### src/rtl/aq_vidu_vid_wbt_wb_ctrl_pkg.sv
// ---------------------------------------------------------------------------
// aq_vidu_vid_wbt_wb_ctrl_pkg
//   Shared definitions for the vector write-back table (WBT) write-back
//   control slice.
//   - WBT geometry: entry count, entry index width and the default depth of
//     the VLSU pending FIFO.
//   - Producer type encodings (WB_VEC_TYPE_*). These are shared with the WBT
//     entries so that the producer type recorded in an entry and the source
//     driving its strobe use the same encoding.
//   - Internal selector for where the second issue slot is taken from.
//   - pkg_clog2: pointer width helper that never returns zero.
// ---------------------------------------------------------------------------
package aq_vidu_vid_wbt_wb_ctrl_pkg;

    localparam int WBT_ENTRY_NUM  = 32;
    localparam int WBT_IDX_W      = 5;
    localparam int WBT_PEND_DEPTH = 2;

    // Producer type of a write-back event.
    typedef enum logic [1:0] {
        WB_VEC_TYPE_NONE = 2'b00,
        WB_VEC_TYPE_VFPU = 2'b01,
        WB_VEC_TYPE_VLSU = 2'b10
    } wb_vec_type_e;

    // Source of the second (VLSU) issue slot in a given cycle.
    typedef enum logic [1:0] {
        SLOT1_NONE   = 2'b00,
        SLOT1_HEAD   = 2'b01,
        SLOT1_BYPASS = 2'b10
    } slot1_src_e;

    // Width needed to index n entries; at least 1 so a depth-1 FIFO still
    // gets a legal (single-valued) pointer.
    function automatic int pkg_clog2(input int n);
        int w;
        w = 1;
        while ((1 << w) < n) begin
            w = w + 1;
        end
        return w;
    endfunction

endpackage

### src/rtl/aq_vidu_vid_wbt_pend_fifo.sv
// ---------------------------------------------------------------------------
// aq_vidu_vid_wbt_pend_fifo
//   In-order pending FIFO for VLSU write-back indices that lost the per-entry
//   collision against a same-cycle VFPU strobe (or arrived while older VLSU
//   events were still waiting). DEPTH entries of IDX_W bits.
//
// Ports
//   forever_cpuclk  in   1        clock
//   cpurst_b        in   1        asynchronous active-low reset, clears all
//                                 state including stored indices
//   flush           in   1        synchronous flush, empties the FIFO next cycle
//   push            in   1        write push_idx at the tail
//   push_idx        in   IDX_W    index to store
//   pop             in   1        drop the head entry
//   head_idx        out  IDX_W    index at the head (valid when !empty)
//   full            out  1        DEPTH entries held
//   empty           out  1        no entries held
//   cnt             out  PTR_W+1  occupancy
//
// Pointers run modulo DEPTH and each carries a wrap bit that toggles on every
// wrap; equal pointers with equal wrap bits mean empty, differing wrap bits
// mean full. The caller never pushes when full nor pops when empty.
// ---------------------------------------------------------------------------
module aq_vidu_vid_wbt_pend_fifo
    import aq_vidu_vid_wbt_wb_ctrl_pkg::*;
#(
    parameter int DEPTH = WBT_PEND_DEPTH,
    parameter int IDX_W = WBT_IDX_W,
    parameter int PTR_W = pkg_clog2(WBT_PEND_DEPTH)
) (
    input  logic             forever_cpuclk,
    input  logic             cpurst_b,
    input  logic             flush,
    input  logic             push,
    input  logic [IDX_W-1:0] push_idx,
    input  logic             pop,
    output logic [IDX_W-1:0] head_idx,
    output logic             full,
    output logic             empty,
    output logic [PTR_W:0]   cnt
);

    logic [IDX_W-1:0] mem [DEPTH];
    logic [PTR_W-1:0] wr_ptr;
    logic [PTR_W-1:0] rd_ptr;
    logic             wr_wrap;
    logic             rd_wrap;

    // Advance a pointer modulo DEPTH (DEPTH need not be a power of two).
    function automatic logic [PTR_W-1:0] ptr_inc(input logic [PTR_W-1:0] ptr);
        if (ptr == PTR_W'(DEPTH - 1)) begin
            return '0;
        end
        return ptr + 1'b1;
    endfunction

    function automatic logic ptr_wraps(input logic [PTR_W-1:0] ptr);
        return (ptr == PTR_W'(DEPTH - 1));
    endfunction

    always_ff @(posedge forever_cpuclk or negedge cpurst_b) begin
        if (!cpurst_b) begin
            wr_ptr  <= '0;
            rd_ptr  <= '0;
            wr_wrap <= 1'b0;
            rd_wrap <= 1'b0;
            for (int i = 0; i < DEPTH; i++) begin
                mem[i] <= '0;
            end
        end else if (flush) begin
            // Stored indices are left in place; the pointers alone make them
            // unreachable.
            wr_ptr  <= '0;
            rd_ptr  <= '0;
            wr_wrap <= 1'b0;
            rd_wrap <= 1'b0;
        end else begin
            if (push) begin
                mem[wr_ptr] <= push_idx;
                wr_ptr      <= ptr_inc(wr_ptr);
                wr_wrap     <= wr_wrap ^ ptr_wraps(wr_ptr);
            end
            if (pop) begin
                rd_ptr  <= ptr_inc(rd_ptr);
                rd_wrap <= rd_wrap ^ ptr_wraps(rd_ptr);
            end
        end
    end

    assign head_idx = mem[rd_ptr];
    assign empty    = (wr_ptr == rd_ptr) && (wr_wrap == rd_wrap);
    assign full     = (wr_ptr == rd_ptr) && (wr_wrap != rd_wrap);

    // Occupancy: plain difference when both pointers are on the same lap,
    // otherwise the writer is one lap ahead.
    always_comb begin
        if (wr_wrap == rd_wrap) begin
            cnt = {1'b0, wr_ptr} - {1'b0, rd_ptr};
        end else begin
            cnt = (PTR_W + 1)'(DEPTH) + {1'b0, wr_ptr} - {1'b0, rd_ptr};
        end
    end

endmodule

### src/rtl/aq_vidu_vid_wbt_wb_ctrl.sv
// ---------------------------------------------------------------------------
// aq_vidu_vid_wbt_wb_ctrl
//   Write-back side driver of the vector write-back table. Merges per-cycle
//   completion events from the VFPU (slot0, always accepted) and the VLSU
//   (slot1, ready/valid) into one registered strobe vector wbt_wb_en, with at
//   most one strobe per entry per cycle: an entry counts exactly one producer
//   per strobe, so two producers hitting the same entry in one cycle would
//   lose a count. A VLSU event that cannot issue is parked in an in-order
//   pending FIFO and retried from there.
//
// Ports
//   forever_cpuclk         in   1          clock
//   cpurst_b               in   1          asynchronous active-low reset
//   rtu_vidu_flush_wbt     in   1          synchronous WBT flush
//   rtu_yy_xx_async_flush  in   1          async-class flush, sampled on clock
//   vfpu_vidu_wb_vld       in   1          VFPU completion, no backpressure
//   vfpu_vidu_wb_idx       in   IDX_W      VFPU destination vreg index
//   vlsu_vidu_wb_vld       in   1          VLSU completion request
//   vlsu_vidu_wb_idx       in   IDX_W      VLSU destination vreg index
//   vidu_vlsu_wb_rdy       out  1          VLSU request accepted this cycle
//   wbt_wb_en              out  ENTRY_NUM  per-entry write-back strobe
//   wbc_pend_cnt           out  PTR_W+1    pending FIFO occupancy (debug)
// ---------------------------------------------------------------------------
module aq_vidu_vid_wbt_wb_ctrl
    import aq_vidu_vid_wbt_wb_ctrl_pkg::*;
#(
    parameter int ENTRY_NUM = WBT_ENTRY_NUM,
    parameter int IDX_W     = WBT_IDX_W,
    parameter int DEPTH     = WBT_PEND_DEPTH,
    parameter int PTR_W     = pkg_clog2(WBT_PEND_DEPTH)
) (
    input  logic                 forever_cpuclk,
    input  logic                 cpurst_b,
    input  logic                 rtu_vidu_flush_wbt,
    input  logic                 rtu_yy_xx_async_flush,
    input  logic                 vfpu_vidu_wb_vld,
    input  logic [IDX_W-1:0]     vfpu_vidu_wb_idx,
    input  logic                 vlsu_vidu_wb_vld,
    input  logic [IDX_W-1:0]     vlsu_vidu_wb_idx,
    output logic                 vidu_vlsu_wb_rdy,
    output logic [ENTRY_NUM-1:0] wbt_wb_en,
    output logic [PTR_W:0]       wbc_pend_cnt
);

    logic                 flush;
    logic                 vlsu_acc;
    logic                 fifo_full;
    logic                 fifo_empty;
    logic [IDX_W-1:0]     fifo_head_idx;
    logic                 fifo_push;
    logic                 fifo_pop;
    slot1_src_e           slot1_src;
    logic [IDX_W-1:0]     slot1_idx;
    logic                 slot1_iss;
    logic [ENTRY_NUM-1:0] wb_en_p0;
    logic [ENTRY_NUM-1:0] wb_en_p1;

    // Indices beyond the table are illegal; they produce no strobe.
    function automatic logic idx_legal(input logic [IDX_W-1:0] idx);
        return (int'(idx) < ENTRY_NUM);
    endfunction

    function automatic logic [ENTRY_NUM-1:0] idx_onehot(input logic [IDX_W-1:0] idx);
        logic [ENTRY_NUM-1:0] oh;
        oh = '0;
        if (idx_legal(idx)) begin
            oh[idx] = 1'b1;
        end
        return oh;
    endfunction

    assign flush = rtu_vidu_flush_wbt | rtu_yy_xx_async_flush;

    // Ready is taken from the registered FIFO state only, so it never waits
    // on this cycle's pop decision (no ready -> issue -> ready loop).
    assign vidu_vlsu_wb_rdy = !fifo_full && !flush;
    assign vlsu_acc         = vlsu_vidu_wb_vld && vidu_vlsu_wb_rdy;

    // ---- stage p0: issue selection and collision resolution ----
    always_comb begin
        slot1_src = SLOT1_NONE;
        slot1_idx = vlsu_vidu_wb_idx;
        // Older parked VLSU events go first; a new VLSU event may only
        // bypass the FIFO when nothing is waiting, which keeps VLSU order.
        if (!fifo_empty) begin
            slot1_src = SLOT1_HEAD;
            slot1_idx = fifo_head_idx;
        end else if (vlsu_acc) begin
            slot1_src = SLOT1_BYPASS;
        end

        slot1_iss = (slot1_src != SLOT1_NONE) &&
                    (!vfpu_vidu_wb_vld || (slot1_idx != vfpu_vidu_wb_idx));

        fifo_pop  = slot1_iss && (slot1_src == SLOT1_HEAD) && !flush;
        // vlsu_acc is already low during a flush, so nothing is pushed then.
        fifo_push = vlsu_acc && !(slot1_iss && (slot1_src == SLOT1_BYPASS));

        wb_en_p0 = '0;
        if (!flush) begin
            if (vfpu_vidu_wb_vld) begin
                wb_en_p0 = wb_en_p0 | idx_onehot(vfpu_vidu_wb_idx);
            end
            if (slot1_iss) begin
                wb_en_p0 = wb_en_p0 | idx_onehot(slot1_idx);
            end
        end
    end

    aq_vidu_vid_wbt_pend_fifo #(
        .DEPTH (DEPTH),
        .IDX_W (IDX_W),
        .PTR_W (PTR_W)
    ) x_aq_vidu_vid_wbt_pend_fifo (
        .forever_cpuclk (forever_cpuclk),
        .cpurst_b       (cpurst_b),
        .flush          (flush),
        .push           (fifo_push),
        .push_idx       (vlsu_vidu_wb_idx),
        .pop            (fifo_pop),
        .head_idx       (fifo_head_idx),
        .full           (fifo_full),
        .empty          (fifo_empty),
        .cnt            (wbc_pend_cnt)
    );

    // ---- stage p1: registered strobe vector ----
    always_ff @(posedge forever_cpuclk or negedge cpurst_b) begin
        if (!cpurst_b) begin
            wb_en_p1 <= '0;
        end else begin
            wb_en_p1 <= wb_en_p0;
        end
    end

    assign wbt_wb_en = wb_en_p1;

    // Illegal destination indices are a producer bug.
    always @(posedge forever_cpuclk) begin
        if (cpurst_b && vfpu_vidu_wb_vld) begin
            assert (idx_legal(vfpu_vidu_wb_idx));
        end
        if (cpurst_b && vlsu_acc) begin
            assert (idx_legal(vlsu_vidu_wb_idx));
        end
    end

endmodule

### config.mk
export PLATFORM = sky130hd
export DESIGN_NAME = aq_vidu_vid_wbt_wb_ctrl
export DESIGN_NICKNAME = d
export VERILOG_FILES = /design/src/rtl/aq_vidu_vid_wbt_wb_ctrl_pkg.sv /design/src/rtl/aq_vidu_vid_wbt_pend_fifo.sv /design/src/rtl/aq_vidu_vid_wbt_wb_ctrl.sv
export SDC_FILE = /design/constraint.sdc
export NUM_CORES = 1
export LEC_CHECK = 0
export ABC_AREA = 1
export CORE_MARGIN = 2
export CORE_UTILIZATION = 25
export DETAILED_ROUTE_END_ITERATION = 6
export PLACE_DENSITY = 0.48
export SETUP_SLACK_MARGIN = 0.1
export SYNTH_ARGS = -nofsm -noshare
export SYNTH_HDL_FRONTEND = slang
export SYNTH_HIERARCHICAL = 1
export SYNTH_SLANG_ARGS = --single-unit
### constraint.sdc
create_clock -name forever_cpuclk -period 3.6 [get_ports forever_cpuclk]
set_clock_uncertainty 0.1 [all_clocks]
set_input_delay 0.72 -clock forever_cpuclk [delete_from_list [all_inputs] [get_ports forever_cpuclk]]
set_output_delay 0.72 -clock forever_cpuclk [all_outputs]
set_load 0.05 [all_outputs]
==> results.yml, run 1 <==
run_status:
  status: "completed"
floorplanning:
  io-pin-count: 51
  die-height_um: 109
  rows: 38
  start_util_pct: 25.4
  die_x_um: 109
  core_region_area_um2: 10800
  dieArea_um2: 11800
final_layout:
  multiInputGateArea_um2: 1380
  area_growth_pct: 25.5
  n_antenna_cell: 0
  layout.nets: 424
  area.sequential_um2: 1150
  drive_gt1_share_pct: 17.4
  final_cells: 547
  fillers: 1147
synth:
  syn_nets: 374
  synth.most_common_cell: "nand2_1"
  synth_edf_count: 0
  synth-main-ff-cell: "dfrtp_1"
  synthDistinctLibCells: 22
  yosys.area.top_type: "dfrtp_1"
  synth_warnings: 6
  synth_top_area_share_pct: 41.9
  synth.yosys.seq_area_share_pct: 41.9
  syn_inst: 356
  syn_area_um2: 2750
  synth_common_cells: "nand2_1, dfrtp_1, nor2_1"
  synth.area.top_cells: "dfrtp_1, nand2_1, nand3_2"
  async_flop_share_pct: 100
  syn_avg_cell_area_um2: 7.71
  ys_ff_latch: 46
sta:
  finalMaxSlewViolations: 0
  finalCritPeriodShare_pct: 82.8
  fmax_mhz: 335
  finalHoldViolCount: 0
  max_slew_margin_pct: 31.0
  final-setup-viol-count: 0
  min_period_ns: 2.98
  setup_tns_ns: 0
  hold_slack_ns: 0.397
  worst_pin_slew_ns: 1.03
  rsz0062_at_grt: "no"
worst_setup_path:
  crit_path_end_kind: "flop"
  startpoint_type: "flop"
  cpPeakStageDelay_ns: 0.55
  cp_cell_sequence: "ha_1 -> inv_1 -> nor2_1 -> buf_4 -> nand2_2 -> nand2_2 -> nand2_1 -> nand2_1 -> nor2_2 -> nand3_4 -> buf_4 -> nand3_1 -> inv_1 -> a21oi_1 -> o21a_1"
  cp-startpoint: "x_aq_vidu_vid_wbt_pend_fifo/rd_ptr$_DFFE_PN0P_"
  cp.buffers_inverters: 4
  worst-setup-path-type: "reg2reg"
  regToRegSetupSlack_ns: 0.62
  cp_data_required_time_ns: 3.69
  crit_fanout: 33
  cp_data_arrival_time_ns: 3.07
  critPathSlowestCell: "dfrtp_1"
  r2r_start: "x_aq_vidu_vid_wbt_pend_fifo/rd_ptr$_DFFE_PN0P_"
  worst_path_dominant_cell_family: "buffers and inverters"
placed_design:
  portBuffers: 50
  placed_cells: 539
  place_congestion: 0.821
  hpwl_mm: 5.20
clock_network:
  cts-buffers-inserted: 5
  cts_tree: "built"
  worstSkewPairLatency_ns: 0.30
  cts_resized: 0
  htree_levels: 2
  cts_buffer_depth: 2
  clk_pin_slew_ns: 0.09
  cts_setup_buffers: 0
  cts_hold_buf: 0
  cts_num_sinks: 46
  root_buffer: "clkbuf_8"
grt:
  grt_overflow: 0
  grt.total_usage_pct: 12.8
  first_global_vias: 2479
  antenna_found_initial: 0
  grt_pass1_wl_mm: 11.9
  grt_max_degree: 47
power_and_ir_drop:
  ir_drop_v: 0.000157
  power_density_nw_per_um2: 282
  leakagePower_nw: 1.42
route:
  vias: 2432
  wl_mm: 7.12
  ant_nets: 0
  drt_iter0_drc: 133
  drc: 0
  wl_per_cell_um: 13.0
  vias_per_cell: 4.45
  firstDrtPassIters: 5
worst_hold_path:
  hp-class: "reg2reg"
  worstHoldStart: "x_aq_vidu_vid_wbt_pend_fifo/mem[2]$_DFFE_PN0P_"
flow_run:
  cap_violations: 0
## metal layers
metal / GRT usage (%) / vias up / wire [um]
met1: 17.0 / 1120 / 3440
met4: 4.40 / 0 / 134
met5: 0 / - / 0
met2: 20.9 / 62 / 3230
li1: - / 1237 / -
met3: 2.15 / 13 / 322
## registers in the layout, indices dropped and copies added (netlist names)
signal                               count
wbt_wb_en                               32
x_aq_vidu_vid_wbt_pend_fifo/mem         10
x_aq_vidu_vid_wbt_pend_fifo/rd_ptr       1
x_aq_vidu_vid_wbt_pend_fifo/rd_wrap      1
x_aq_vidu_vid_wbt_pend_fifo/wr_ptr       1
x_aq_vidu_vid_wbt_pend_fifo/wr_wrap      1
## tightest hold or removal path: stages (launching register included)
cell and delay [ns]:
dfrtp_1 0.36, nand2_1 0.05, o21ai_0 0.06
## cell type report
class / instances / area share, %
Tap cell: 140 / 5.08
Clock inverter: 3 / 0.617
Clock buffer: 5 / 2.00
Multi-Input combinational cell: 266 / 40.0
Timing Repair Buffer: 55 / 15.4
Sequential cell: 46 / 33.4
Inverter: 32 / 3.48
## power breakdown
part	leakage, nW	switching, W	internal (W)
logic	0.737	0.0000922	0.0000380
clock network	0.0441	0.000185	0.000137
registers	0.642	0.00000166	0.000519
total	1.42	0.000279	0.000694
## logic make-up after synthesis
kind of cell / count (synthesis) / share of synthesized area (%)
and+or+nand+nor: 218 / 40.0
AOI/OAI and AO/OA: 46 / 9.29
DFF: 46 / 41.9
buffers and inverters: 44 / 7.84
adders and majority gates: 2 / 0.911
## per-stage QoR
step                worst slack (ns)  power (W)  instance area (um2)  util, %
finish                         0.618   0.000973                 3450     31.9
global route                   0.337    0.00102                 3450     31.9
CTS                            0.604   0.000992                 3450     31.9
detailed placement             0.620   0.000663                 3360     31.1
global placement               0.650   0.000661                 3360     31.1
floorplan                      0.789   0.000609                 2750        -
## path summary, 6_finish.rpt
kind,to,cells past startpoint
worst min-delay path,x_aq_vidu_vid_wbt_pend_fifo/mem[2]$_DFFE_PN0P_,2
min in group asynchronous,x_aq_vidu_vid_wbt_pend_fifo/mem[3]$_DFFE_PN0P_,1
worst max register to register,x_aq_vidu_vid_wbt_pend_fifo/rd_ptr$_DFFE_PN0P_,15
worst max-delay path,x_aq_vidu_vid_wbt_pend_fifo/rd_ptr$_DFFE_PN0P_,15
worst min register to register,x_aq_vidu_vid_wbt_pend_fifo/mem[2]$_DFFE_PN0P_,2
max in group asynchronous,wbt_wb_en[28]$_DFF_PN0_,1
## placed cells by master, fill, tap and decap left out, drive strengths merged, types with 2 or more instances in the layout
cell type,count
ha,2
clkbuf,5
nor2,44
dfrtp,46
clkinv,2
buf,7
nand2,112
nand3,51
o21ai,10
clkdlybuf4s50,48
nor3,10
a21oi,35
inv,32
No activity file was read; power rests on OpenSTA's default activity.
==> run 2, diff against run 1 <==
--- a/config.mk
+++ b/config.mk
@@ -9,7 +9,7 @@
 export CORE_MARGIN = 2
 export CORE_UTILIZATION = 25
 export DETAILED_ROUTE_END_ITERATION = 6
-export PLACE_DENSITY = 0.48
+export PLACE_DENSITY = 0.5
 export SETUP_SLACK_MARGIN = 0.1
 export SYNTH_ARGS = -nofsm -noshare
 export SYNTH_HDL_FRONTEND = slang
==> constraint.sdc (replaced) <==
create_clock -name forever_cpuclk -period 2.46 [get_ports forever_cpuclk]
set_clock_uncertainty 0.1 [all_clocks]
set_input_delay 0.492 -clock forever_cpuclk [delete_from_list [all_inputs] [get_ports forever_cpuclk]]
set_output_delay 0.492 -clock forever_cpuclk [all_outputs]
set_load 0.05 [all_outputs]
==> results.yml, run 2 (synthesized netlist as in run 1, its figures left out) <==
clock_network:
  cts_hold_buf: 0
  cts_num_sinks: 46
  root_buffer: "clkbuf_8"
  cts_buffer_depth: 2
  cts_tree: "built"
  htree_levels: 2
  clk_pin_slew_ns: 0.09
  worstSkewPairLatency_ns: 0.30
  cts-buffers-inserted: 5
final_layout:
  n_antenna_cell: 0
  final_cells: 581
  design_area_um2: 3980
  layout_common_cells: "nand2_1, clkdlybuf4s50_1, dfrtp_1"
  drive_gt1_share_pct: 28.3
  layout.nets: 458
  largest_reg_flops: 32
  final_util_pct: 36.9
  fillers: 1143
  final_common_cell: "nand2_1"
  area_growth_pct: 45.1
floorplanning:
  die-height_um: 109
  rows: 38
  dieArea_um2: 11800
  die_x_um: 109
  core_region_area_um2: 10800
  start_util_pct: 25.4
  io-pin-count: 51
route:
  wl_mm: 7.22
  ant_nets: 0
  firstDrtPassIters: 4
  drc: 0
  wl_per_cell_um: 12.4
  vias: 2505
  drt_iter0_drc: 86
  vias_per_cell: 4.31
worst_setup_path:
  regToRegSetupSlack_ns: 0.07
  cp_data_required_time_ns: 2.56
  r2r_start: "x_aq_vidu_vid_wbt_pend_fifo/rd_ptr$_DFFE_PN0P_"
  cp_data_arrival_time_ns: 2.48
  crit_fanout: 8
  reg2reg_to: "x_aq_vidu_vid_wbt_pend_fifo/mem[5]$_DFFE_PN0P_"
  crit_path_end_kind: "flop"
  worst-setup-path-type: "reg2reg"
  ff2ff_path_depth: 14
  startpoint_type: "flop"
placed_design:
  placed_area_um2: 3620
  place_congestion: 0.787
  placed_cells: 561
  hpwl_mm: 5.39
  portBuffers: 50
power_and_ir_drop:
  leakagePower_nw: 1.66
  power_density_nw_per_um2: 366
  ir_drop_v: 0.000199
grt:
  grt_pass1_wl_mm: 11.5
  grt_overflow: 0
  grt.total_usage_pct: 12.5
  grt_max_degree: 47
  first_global_vias: 2402
  antenna_found_initial: 0
sta:
  finalCritPeriodShare_pct: 97.0
  max_slew_margin_pct: 62.5
  final-setup-viol-count: 0
  fmax_mhz: 419
  rsz0062_at_grt: "yes"
  worst_pin_slew_ns: 0.558
  finalMaxSlewViolations: 0
  finalHoldViolCount: 0
  min_period_ns: 2.39
worst_hold_path:
  hp-class: "in2async"
flow_run:
  cap_violations: 0
run_status:
  status: "completed"
run 2: cell types whose count changed in the layout (fill, tap and decap cells not counted), sizes merged:
cell           change
clkbuf             +3
clkdlybuf4s50      -2
inv                -1
buf               +34
run 2: layer usage:
| layer | vias to the layer above | track usage, % | share of wire (%) |
|---|---|---|---|
| li1 | 1311 | - | - |
| met3 | 8 | 2.15 | 4.1 |
| met4 | 0 | 3.30 | 1.1 |
| met2 | 54 | 22.0 | 49 |
| met1 | 1132 | 15.8 | 45 |
| met5 | - | 0 | 0 |
run 2: what timing repair did:
action | 4_1_cts | 5_1_grt
pin swaps | 14 | 10
buffers inserted | 4 | 6
gates resized for setup | 19 | 19
cloned | 0 | 2
setup endpoints to repair | 11 | 34
run 2: worst max-delay path by stage:
stage               cells after the start  slack, ns                                      startpoint                                         endpoint
floorplan                              17      -0.25  x_aq_vidu_vid_wbt_pend_fifo/wr_ptr$_DFFE_PN0P_   x_aq_vidu_vid_wbt_pend_fifo/mem[5]$_DFFE_PN0P_
global placement                       12       0.04                             vlsu_vidu_wb_idx[1]   x_aq_vidu_vid_wbt_pend_fifo/rd_ptr$_DFFE_PN0P_
detailed placement                     15       0.02  x_aq_vidu_vid_wbt_pend_fifo/rd_ptr$_DFFE_PN0P_  x_aq_vidu_vid_wbt_pend_fifo/rd_wrap$_DFFE_PN0P_
CTS                                    14       0.07  x_aq_vidu_vid_wbt_pend_fifo/rd_ptr$_DFFE_PN0P_   x_aq_vidu_vid_wbt_pend_fifo/mem[5]$_DFFE_PN0P_
global route                           15      -0.06  x_aq_vidu_vid_wbt_pend_fifo/rd_ptr$_DFFE_PN0P_   x_aq_vidu_vid_wbt_pend_fifo/mem[5]$_DFFE_PN0P_
finish                                 14       0.07  x_aq_vidu_vid_wbt_pend_fifo/rd_ptr$_DFFE_PN0P_   x_aq_vidu_vid_wbt_pend_fifo/mem[5]$_DFFE_PN0P_
run 2: power breakdown:
part	switching (W)	leakage, nW	internal, W
Sequential	0.00000286	0.642	0.000760
Combinational	0.000148	0.971	0.0000891
Clock	0.000257	0.0452	0.000201
run 2: cell type report:
type / count / area, um2 / area share, %
multi-input combinational: 266 / 1530 / 38.3
sequential: 46 / 1150 / 28.9
timing repair buffer: 89 / 920 / 23.1
tap: 140 / 175 / 4.40
inverter: 32 / 126 / 3.17
clock buffer: 6 / 72.6 / 1.82
clock inverter: 2 / 13.8 / 0.345
run 2: worst max-delay path, cell delays in order, from the launching register on:
cell and delay, ns:
dfrtp_1 0.41, ha_4 0.29, clkinvlp_4 0.09, nor2_4 0.17
buf_12 0.16, nand2_2 0.07, nand2_4 0.09, nor2_4 0.04
nor2_4 0.14, nand3_4 0.12, a21oi_4 0.24, nand3_4 0.12
buf_12 0.17, nand2_4 0.05, o21ai_2 0.04
run 2: stage by stage:
stage	setup WS, ns	hold WS, ns	power [W]	TNS (ns)
floorplan	-0.249	0.0964	0.000893	-2.54
global placement	0.0401	0.372	0.000994	0
detailed placement	0.0191	0.376	0.000996	0
CTS	0.0748	0.183	0.00147	0
global route	-0.0612	0.209	0.00154	-0.477
finish	0.0742	0.163	0.00146	0
